===== src/rtl/aes_stream_ctrl.sv =====
// aes_stream_ctrl: feeds two round-robin requesters into a free-running AES pipeline and buffers results in a credit-guarded FIFO.
// Define AES_STREAM_CTRL_PERF_EN to add perf_blocks/perf_stall/perf_keys counters.
module aes_stream_ctrl #(
   parameter int LATENCY    = 11,
   parameter int FIFO_DEPTH = 16,
   parameter int DATA_W     = 128,
   parameter int KEY_W      = 128
) (
   input  logic              clock,
   input  logic              reset,
   input  logic              req0_valid,
   output logic              req0_ready,
   input  logic [DATA_W-1:0] req0_data,
   input  logic              req1_valid,
   output logic              req1_ready,
   input  logic [DATA_W-1:0] req1_data,
   input  logic              key_valid,
   output logic              key_ready,
   input  logic [KEY_W-1:0]  key_in,
   output logic [DATA_W-1:0] enc_in,
   output logic [KEY_W-1:0]  enc_key,
   input  logic [DATA_W-1:0] enc_out,
   output logic              out_valid,
   input  logic              out_ready,
   output logic [DATA_W-1:0] out_data,
   output logic              out_src,
`ifdef AES_STREAM_CTRL_PERF_EN
   output logic              busy,
   output logic [31:0]       perf_blocks,
   output logic [31:0]       perf_stall,
   output logic [15:0]       perf_keys
`else
   output logic              busy
`endif
);
   localparam int CW = $clog2(FIFO_DEPTH + 1);
   localparam int PW = $clog2(FIFO_DEPTH);
   localparam logic [1:0] RUN = 2'd0, DRAIN = 2'd1, LOAD = 2'd2;

   logic [1:0]         state_q, state_d;
   logic               rr_q, rr_d;
   logic [LATENCY-1:0] tag_v_q, tag_v_d, tag_s_q, tag_s_d;
   logic [CW-1:0]      infl_q, infl_d, cnt_q, cnt_d;
   logic [PW-1:0]      wr_q, wr_d, rd_q, rd_d;
   logic [KEY_W-1:0]   key_q, key_d;
   logic [DATA_W:0]    mem_q [FIFO_DEPTH];
   logic               allow, g0, g1, push, pop, kload;

   // Credit counts blocks still inside the pipeline as already occupying FIFO space.
   always_comb begin
      allow   = reset && state_q == RUN && ({1'b0, infl_q} + {1'b0, cnt_q}) < (CW+1)'(FIFO_DEPTH);
      g0      = allow && req0_valid && (!req1_valid || !rr_q);
      g1      = allow && req1_valid && (!req0_valid || rr_q);
      push    = tag_v_q[LATENCY-1];
      pop     = cnt_q != '0 && out_ready;
      kload   = state_q == DRAIN && infl_q == '0;
      rr_d    = g0 ? 1'b1 : g1 ? 1'b0 : rr_q;
      tag_v_d = {tag_v_q[LATENCY-2:0], g0 | g1};
      tag_s_d = {tag_s_q[LATENCY-2:0], g1};
      infl_d  = infl_q + CW'(g0 | g1) - CW'(push);
      cnt_d   = cnt_q + CW'(push) - CW'(pop);
      wr_d    = push ? (wr_q == PW'(FIFO_DEPTH - 1) ? '0 : wr_q + 1'b1) : wr_q;
      rd_d    = pop ? (rd_q == PW'(FIFO_DEPTH - 1) ? '0 : rd_q + 1'b1) : rd_q;
      state_d = state_q == RUN ? (key_valid ? DRAIN : RUN) : state_q == DRAIN ? (kload ? LOAD : DRAIN) : RUN;
      key_d   = kload ? key_in : key_q;
   end

   always_ff @(posedge clock or negedge reset) begin
      if (!reset) begin
         state_q <= RUN;
         rr_q    <= 1'b0;
         tag_v_q <= '0;
         tag_s_q <= '0;
         infl_q  <= '0;
         cnt_q   <= '0;
         wr_q    <= '0;
         rd_q    <= '0;
         key_q   <= '0;
      end else begin
         state_q <= state_d;
         rr_q    <= rr_d;
         tag_v_q <= tag_v_d;
         tag_s_q <= tag_s_d;
         infl_q  <= infl_d;
         cnt_q   <= cnt_d;
         wr_q    <= wr_d;
         rd_q    <= rd_d;
         key_q   <= key_d;
      end
   end

   always_ff @(posedge clock) begin
      if (push) mem_q[wr_q] <= {enc_out, tag_s_q[LATENCY-1]};
   end

   always_ff @(posedge clock) begin
      if (reset) assert (!(push && !pop && cnt_q == CW'(FIFO_DEPTH)));
   end

   assign req0_ready = g0;
   assign req1_ready = g1;
   assign enc_in     = g0 ? req0_data : g1 ? req1_data : '0;
   assign enc_key    = key_q;
   assign out_valid  = cnt_q != '0;
   assign out_data   = out_valid ? mem_q[rd_q][DATA_W:1] : '0;
   assign out_src    = out_valid & mem_q[rd_q][0];
   assign key_ready  = state_q == LOAD;
   assign busy       = state_q != RUN || infl_q != '0 || cnt_q != '0;

`ifdef AES_STREAM_CTRL_PERF_EN
   logic [31:0] perf_blocks_q, perf_blocks_d, perf_stall_q, perf_stall_d;
   logic [15:0] perf_keys_q, perf_keys_d;

   always_comb begin
      perf_blocks_d = perf_blocks_q + 32'(pop);
      perf_stall_d  = perf_stall_q + 32'((req0_valid || req1_valid) && !(g0 || g1));
      perf_keys_d   = perf_keys_q + 16'(kload);
   end

   always_ff @(posedge clock or negedge reset) begin
      if (!reset) begin
         perf_blocks_q <= '0;
         perf_stall_q  <= '0;
         perf_keys_q   <= '0;
      end else begin
         perf_blocks_q <= perf_blocks_d;
         perf_stall_q  <= perf_stall_d;
         perf_keys_q   <= perf_keys_d;
      end
   end

   assign perf_blocks = perf_blocks_q;
   assign perf_stall  = perf_stall_q;
   assign perf_keys   = perf_keys_q;
`endif
endmodule

===== config.mk =====
export PLATFORM = sky130hd
export DESIGN_NAME = aes_stream_ctrl
export DESIGN_NICKNAME = d
export VERILOG_FILES = /design/src/rtl/aes_stream_ctrl.sv
export SDC_FILE = /design/constraint.sdc
export NUM_CORES = 2
export LEC_CHECK = 0
export BUFFER_PORTS_ARGS = -buffer_cell sky130_fd_sc_hd__buf_2
export CAP_MARGIN = 20
export CORE_MARGIN = 10
export CORE_UTILIZATION = 50
export CTS_BUF_LIST = sky130_fd_sc_hd__clkbuf_16
export DETAILED_ROUTE_END_ITERATION = 10
export PLACE_DENSITY = 0.81
export SLEW_MARGIN = 5
export SYNTH_ARGS = -nofsm -noshare
export SYNTH_HDL_FRONTEND = slang
export SYNTH_SLANG_ARGS = --single-unit

===== constraint.sdc =====
create_clock -name clock -period 13.15 [get_ports clock]
set_input_delay 1.9725 -clock clock [delete_from_list [all_inputs] [get_ports clock]]
set_output_delay 1.9725 -clock clock [all_outputs]
set_load 0.05 [all_outputs]

Word level (Yosys, flattened, before mapping)
Memory sizes are Yosys's and may differ from the RTL's.
Index checks and enable logic that the tools add are counted.
{ "totals": {"regBits": 171, "mem_bits_rw": 2064, "in_bits": 518, "out_inout_bits": 390, "word_cells": 59, "n_memories": 1} }
{ "memory_table": {"columns": ["name", "depth", "word_bits", "rd", "rd_clocked_by_memory_dff", "write_ports", "line_no", "text"], "rows": [
  ["mem_q", 16, 129, 1, 0, 1, "46", "logic [DATA_W:0] mem_q [FIFO_DEPTH];"]
]} }
{ "op_classes": {"add_sub_neg": 7, "order_cmp": 1, "eq_ne": 4, "mux": 13, "n_bitwise": 3, "n_reduce_logical": 21} }
{ "ops": {"columns": ["cell", "count"], "rows": [
  ["two-way mux 128 bit", 3],
  ["adder 5 x 1 -> 5 bit", 2],
  ["nonzero test 5 bit", 2],
  ["subtractor 5 x 1 -> 5 bit", 2],
  ["adder 4 x 1 -> 4 bit, second input constant", 2],
  ["equality test 4 bit, second input constant", 2],
  ["logical AND 1 bit", 8],
  ["two-way mux 4 bit", 2],
  ["adder 5 x 5 -> 6 bit", 1],
  ["less-than comparator 6 x 5 -> 1 bit, second input constant", 1],
  ["two-way mux 2 bit", 3],
  ["zero test 5 bit", 1],
  ["two-way mux 1 bit", 5],
  ["logical OR 1 bit", 4],
  ["nonzero test 2 bit", 2],
  ["zero test 1 bit", 3],
  ["equality test 2 x 1 -> 1 bit, second input constant", 1],
  ["equality test 2 bit, second input constant", 1],
  ["zero test 2 bit", 1],
  ["bitwise OR 1 bit", 2],
  ["bitwise AND 1 bit", 1]
]} }

Depth between registers and ports, before layout
{ "logic_depth": {"depth_word": 8, "ltp_mapped": 15} }

Worst setup path after synthesis
OpenSTA, ideal clock, no wires.
{ "synth_timing": {"kind": "register to register", "from": "reg tag_v_q[10]", "to": "mem mem_q[11][0] (netlist name) (enable)", "setup_time_ps": 802, "arrival_time_ps": 10160, "slack_ps": 2188, "stages_incl_launch_ff": 4, "path_buffers": 1, "synth_period_minus_slack_ps": 10962, "cell_sequence": "dfrtp_1 -> clkbuf_1 -> nand2_1 -> nor3b_1"} }
{ "synth_via": {"elab_chain_len": 2} }
{ "synth_rtl": {"columns": ["element", "line_no", "text"], "rows": [
  ["from (decl)", "42", "logic [LATENCY-1:0] tag_v_q, tag_v_d, tag_s_q, tag_s_d;"],
  ["from (signal assigned)", "82", "tag_v_q <= tag_v_d;"],
  ["two-way mux 1 bit", "93", "if (push) mem_q[wr_q] <= {enc_out, tag_s_q[LATENCY-1]};"],
  ["two-way mux 1 bit (not written as such)", "93", null],
  ["to (decl)", "46", null]
]} }
No other way between the ends.

Worst setup path in the final report
{ "layout_timing": {"from": "reg cnt_q[3]", "to": "out out_data[99]"} }
{ "layout_via": {"elab_chain_len": 2} }
{ "layout_rtl": {"columns": ["element", "line_no", "text"], "rows": [
  ["from (decl)", "43", "logic [CW-1:0] infl_q, infl_d, cnt_q, cnt_d;"],
  ["from (signal assigned)", "85", "cnt_q <= cnt_d;"],
  ["nonzero test 5 bit", "104", "assign out_valid = cnt_q != '0;"],
  ["two-way mux 128 bit", "105", "assign out_data = out_valid ? mem_q[rd_q][DATA_W:1] : '0;"],
  ["to (decl)", "25", "output logic [DATA_W-1:0] out_data,"]
]} }
No other way between the ends.

==> metrics <==
outcome=completed; Num CTS Buffers=214; Register-to-Register Path Depth=4; Fmax=132 MHz; Avg Vias per Cell=6.43; Setup WS post-layout=about 5600 ps; Worst Path Buf+Inv=6; IO Pins=between 900 and 1,000; CP required=11,180 ps; area grow syn2layout=16.6%; vias in the first global route=44,300; Post-DP HPWL=190 mm; CP Capture Type=output port; Starting DRT DRC Count=6,585; Seq cells post-synth=about 2,200; Post-DP Area=91,900 um2; Worst Hold Path Cells=0; Setup Fix Bufs, Post-CTS=0; Initial Util=0.502; crit path cell chain=inv_1 > ha_1 > nor4b_4 > inv_2 > nand2b_1 > nor2_4 > buf_4 > buf_4 > buf_4 > a221o_1 > buf_2; first-pass GRT wire length=395 mm; GRT Total Usage=0.311; die width=432 um; number of remaining DRC errors=0; top-area cell type share of the netlist area=0.729; largest net degree at the start of global routing=161; full die area=about 190,000 um2; Cell variety after synth=44; PD cells=~220 nW/um2; Routed WL per cell=41.5 um; Setup Viol. Count Final=0; pre-CTS setup slack=roughly 5700 ps; post-layout util=0.586; max incr delay on CP=870 ps; hold_buf cts=0; Critical Setup Path Class=reg -> out; die height=approximately 430 um; fin crit share=0.578; fillers=11,900; Crit path top cell by count=buf_4; Crit-path slowest cell=nor2_4; Final min period=7590 ps; Worst VDD drop=223 uV; Final Max Tran Viols=0; cells after synthesis=3,616; worst-path fanout max=around 40; placed cell count=6,601; Clk Latency, worst-skew pair=~860 ps; share of cells above drive strength 1=0.411; Seq/Total Area, Yosys=0.780; DRT Pass-1 Iters=5; Ys Warns=0; crit start category=flop; Hold Crit Class=reg -> reg; clock tree buffer depth=3; EDFF count, synth=2,064; Final Non-Filler Cells=~7,100; CTS tree=yes; Hold Fails Final Rpt=0; Rows=151; Reg area=66,300 um2; synthesized area=85,000 um2; Post-synth top flop=edfxtp_1; initial antenna violation count=about 170; Vias=45,600; Layout Skew=between 60 and 70 ps; Relative slew margins=0.216; gpl congestion=1.05; port buffer count=slightly above 900; leak pwr=about 34 nW; max-cap violations=0; Data arrival, critical path=5620 ps; Resize count post-CTS=0; unrepaired setup endpoints after global routing=no; ys async rst share=0.0765; Mapped Nets=roughly 4,200; core footprint=between 150,000 and 200,000 um2; Least-Margin Pin Slew=1180 ps; synthesized area per cell=approximately 24 um2; Synth area leaders=edfxtp_1 (73%), mux4_2 (14%), dfrtp_1 (5.0%); clk slew on worst S/H paths=70 ps; remaining antenna violation count=0; WP depth=11; Power Total=around 22 mW; Design Area, Final=99,100 um2; Crit path max-delay family=buffers and inverters; nets=roughly 5,100; final wirelength=294 mm; Fin Hold WS=345 ps; area leader, netlist=edfxtp_1; H-tree depth=4; Fin Setup TNS=0 ps; Root Buffer Master=clkbuf_16; area of the multi-input gates=17,600 um2; clk sinks=~2,200; total grt overflow=0
[final cells by class]
type | instances | share of cell area
Clock inverter | 184 | 0.0157
Antenna cell | 85 | 0.00215
Timing Repair Buffer | 987 | 0.0530
Inverter | 22 | 0.000833
Multi-Input combinational cell | 1141 | 0.177
Tap cell | 2218 | 0.0280
Clock buffer | 215 | 0.0543
Sequential cell | 2235 | 0.669
[state kept, by name (all words and copies together), names as in the netlist]
name and flops:
rd_q 4, tag_s_q 11, infl_q 5, enc_key 128, cnt_q 5, tag_v_q 11, rr_q 1, mem_q 2064
wr_q 4, state_q 2
[cell usage after synthesis, types with 2 or more instances]
cell type / number
dfrtp_1: 171
and2_1: 3
a21o_1: 3
inv_1: 21
mux2_2: 129
mux4_2: 516
nor4b_1: 2
xor2_1: 4
buf_4: 6
buf_2: 87
a21oi_1: 7
nand3_1: 5
and3_4: 2
o21ai_0: 5
clkbuf_1: 65
a221o_1: 128
nand2_1: 13
buf_1: 29
ha_1: 21
buf_6: 31
edfxtp_1: 2064
nor3_1: 2
fa_1: 2
nor2_1: 14
xnor2_1: 6
a22o_1: 256
nand2b_1: 2
mux2i_1: 2
nor3b_1: 5
[routing by layer]
metal | up-vias | wire [um] | global-route usage
met1 | 24200 | 119000 | 0.459
met3 | 464 | 35300 | 0.0969
li1 | 17700 | - | -
met4 | 72 | 6810 | 0.0662
met2 | 3120 | 132000 | 0.458
met5 | - | 436 | 0
[cells in the final DEF, fill, tap and decap left out, types with 3 or more instances in the layout]
cell        Yosys  final
edfxtp_1     2064   2064
buf_2          87    906
mux4_2        516    516
a22o_1        256    256
clkbuf_16       0    215
dfrtp_1       171    169
mux2_2        129    129
a221o_1       128    128
diode_2         0     85
buf_4           6     73
inv_1          21     58
clkinv_1        0     57
clkinv_2        0     35
ha_1           21     21
bufinv_16       0     18
nand2_1        13     13
clkinvlp_4      0     13
nor2_4          0      9
a21oi_1         7      7
inv_6           0      7
xnor2_1         6      6
clkinv_16       0      6
o21ai_0         5      5
nor2_1         14      5
nor3b_2         0      5
nand3_1         5      5
clkinv_4        0      5
xor2_1          4      4
clkinv_8        0      4
buf_12          0      4
a21o_1          3      3
and2_4          0      3
buf_16          0      3
[where the power goes]
| part | switching [mW] | internal [mW] | total (mW) |
|---|---|---|---|
| Clock | 2.70 | 3.35 | 6.04 |
| Sequential | 0.275 | 8.04 | 8.32 |
| Combinational | 5.20 | 2.54 | 7.74 |
[worst paths after layout]
| kind | start | endpoint | slack (ps) |
|---|---|---|---|
| worst max-delay path | cnt_q[3]$_DFF_PN0_ | out_data[99] | 5560 |
| worst min-delay path | tag_v_q[9]$_DFF_PN0_ | tag_v_q[10]$_DFF_PN0_ | 350 |
| worst max register to register | wr_q[2]$_DFFE_PN0P_ | mem_q[7][91]$_DFFE_PP_ | 9300 |
| worst min register to register | tag_v_q[9]$_DFF_PN0_ | tag_v_q[10]$_DFF_PN0_ | 350 |
| max in group asynchronous | reset | enc_key[126]$_DFFE_PN0P_ | 9920 |
| min in group asynchronous | reset | rd_q[1]$_DFFE_PN0P_ | 1050 |
[cells by family (layout without fill, tap and decap cells)]
family,after synthesis,in the layout,share of synthesized area
mux,647,647,0.154
flops,2235,2235,0.780
xor+xnor,10,10,0.00103
other cells,0,85,0
fa+ha+maj,23,23,0.00356
simple gates,53,53,0.00347
compound gates,408,408,0.0435
buf+inv,240,1408,0.0149
Power figures use the tool's default switching activity.
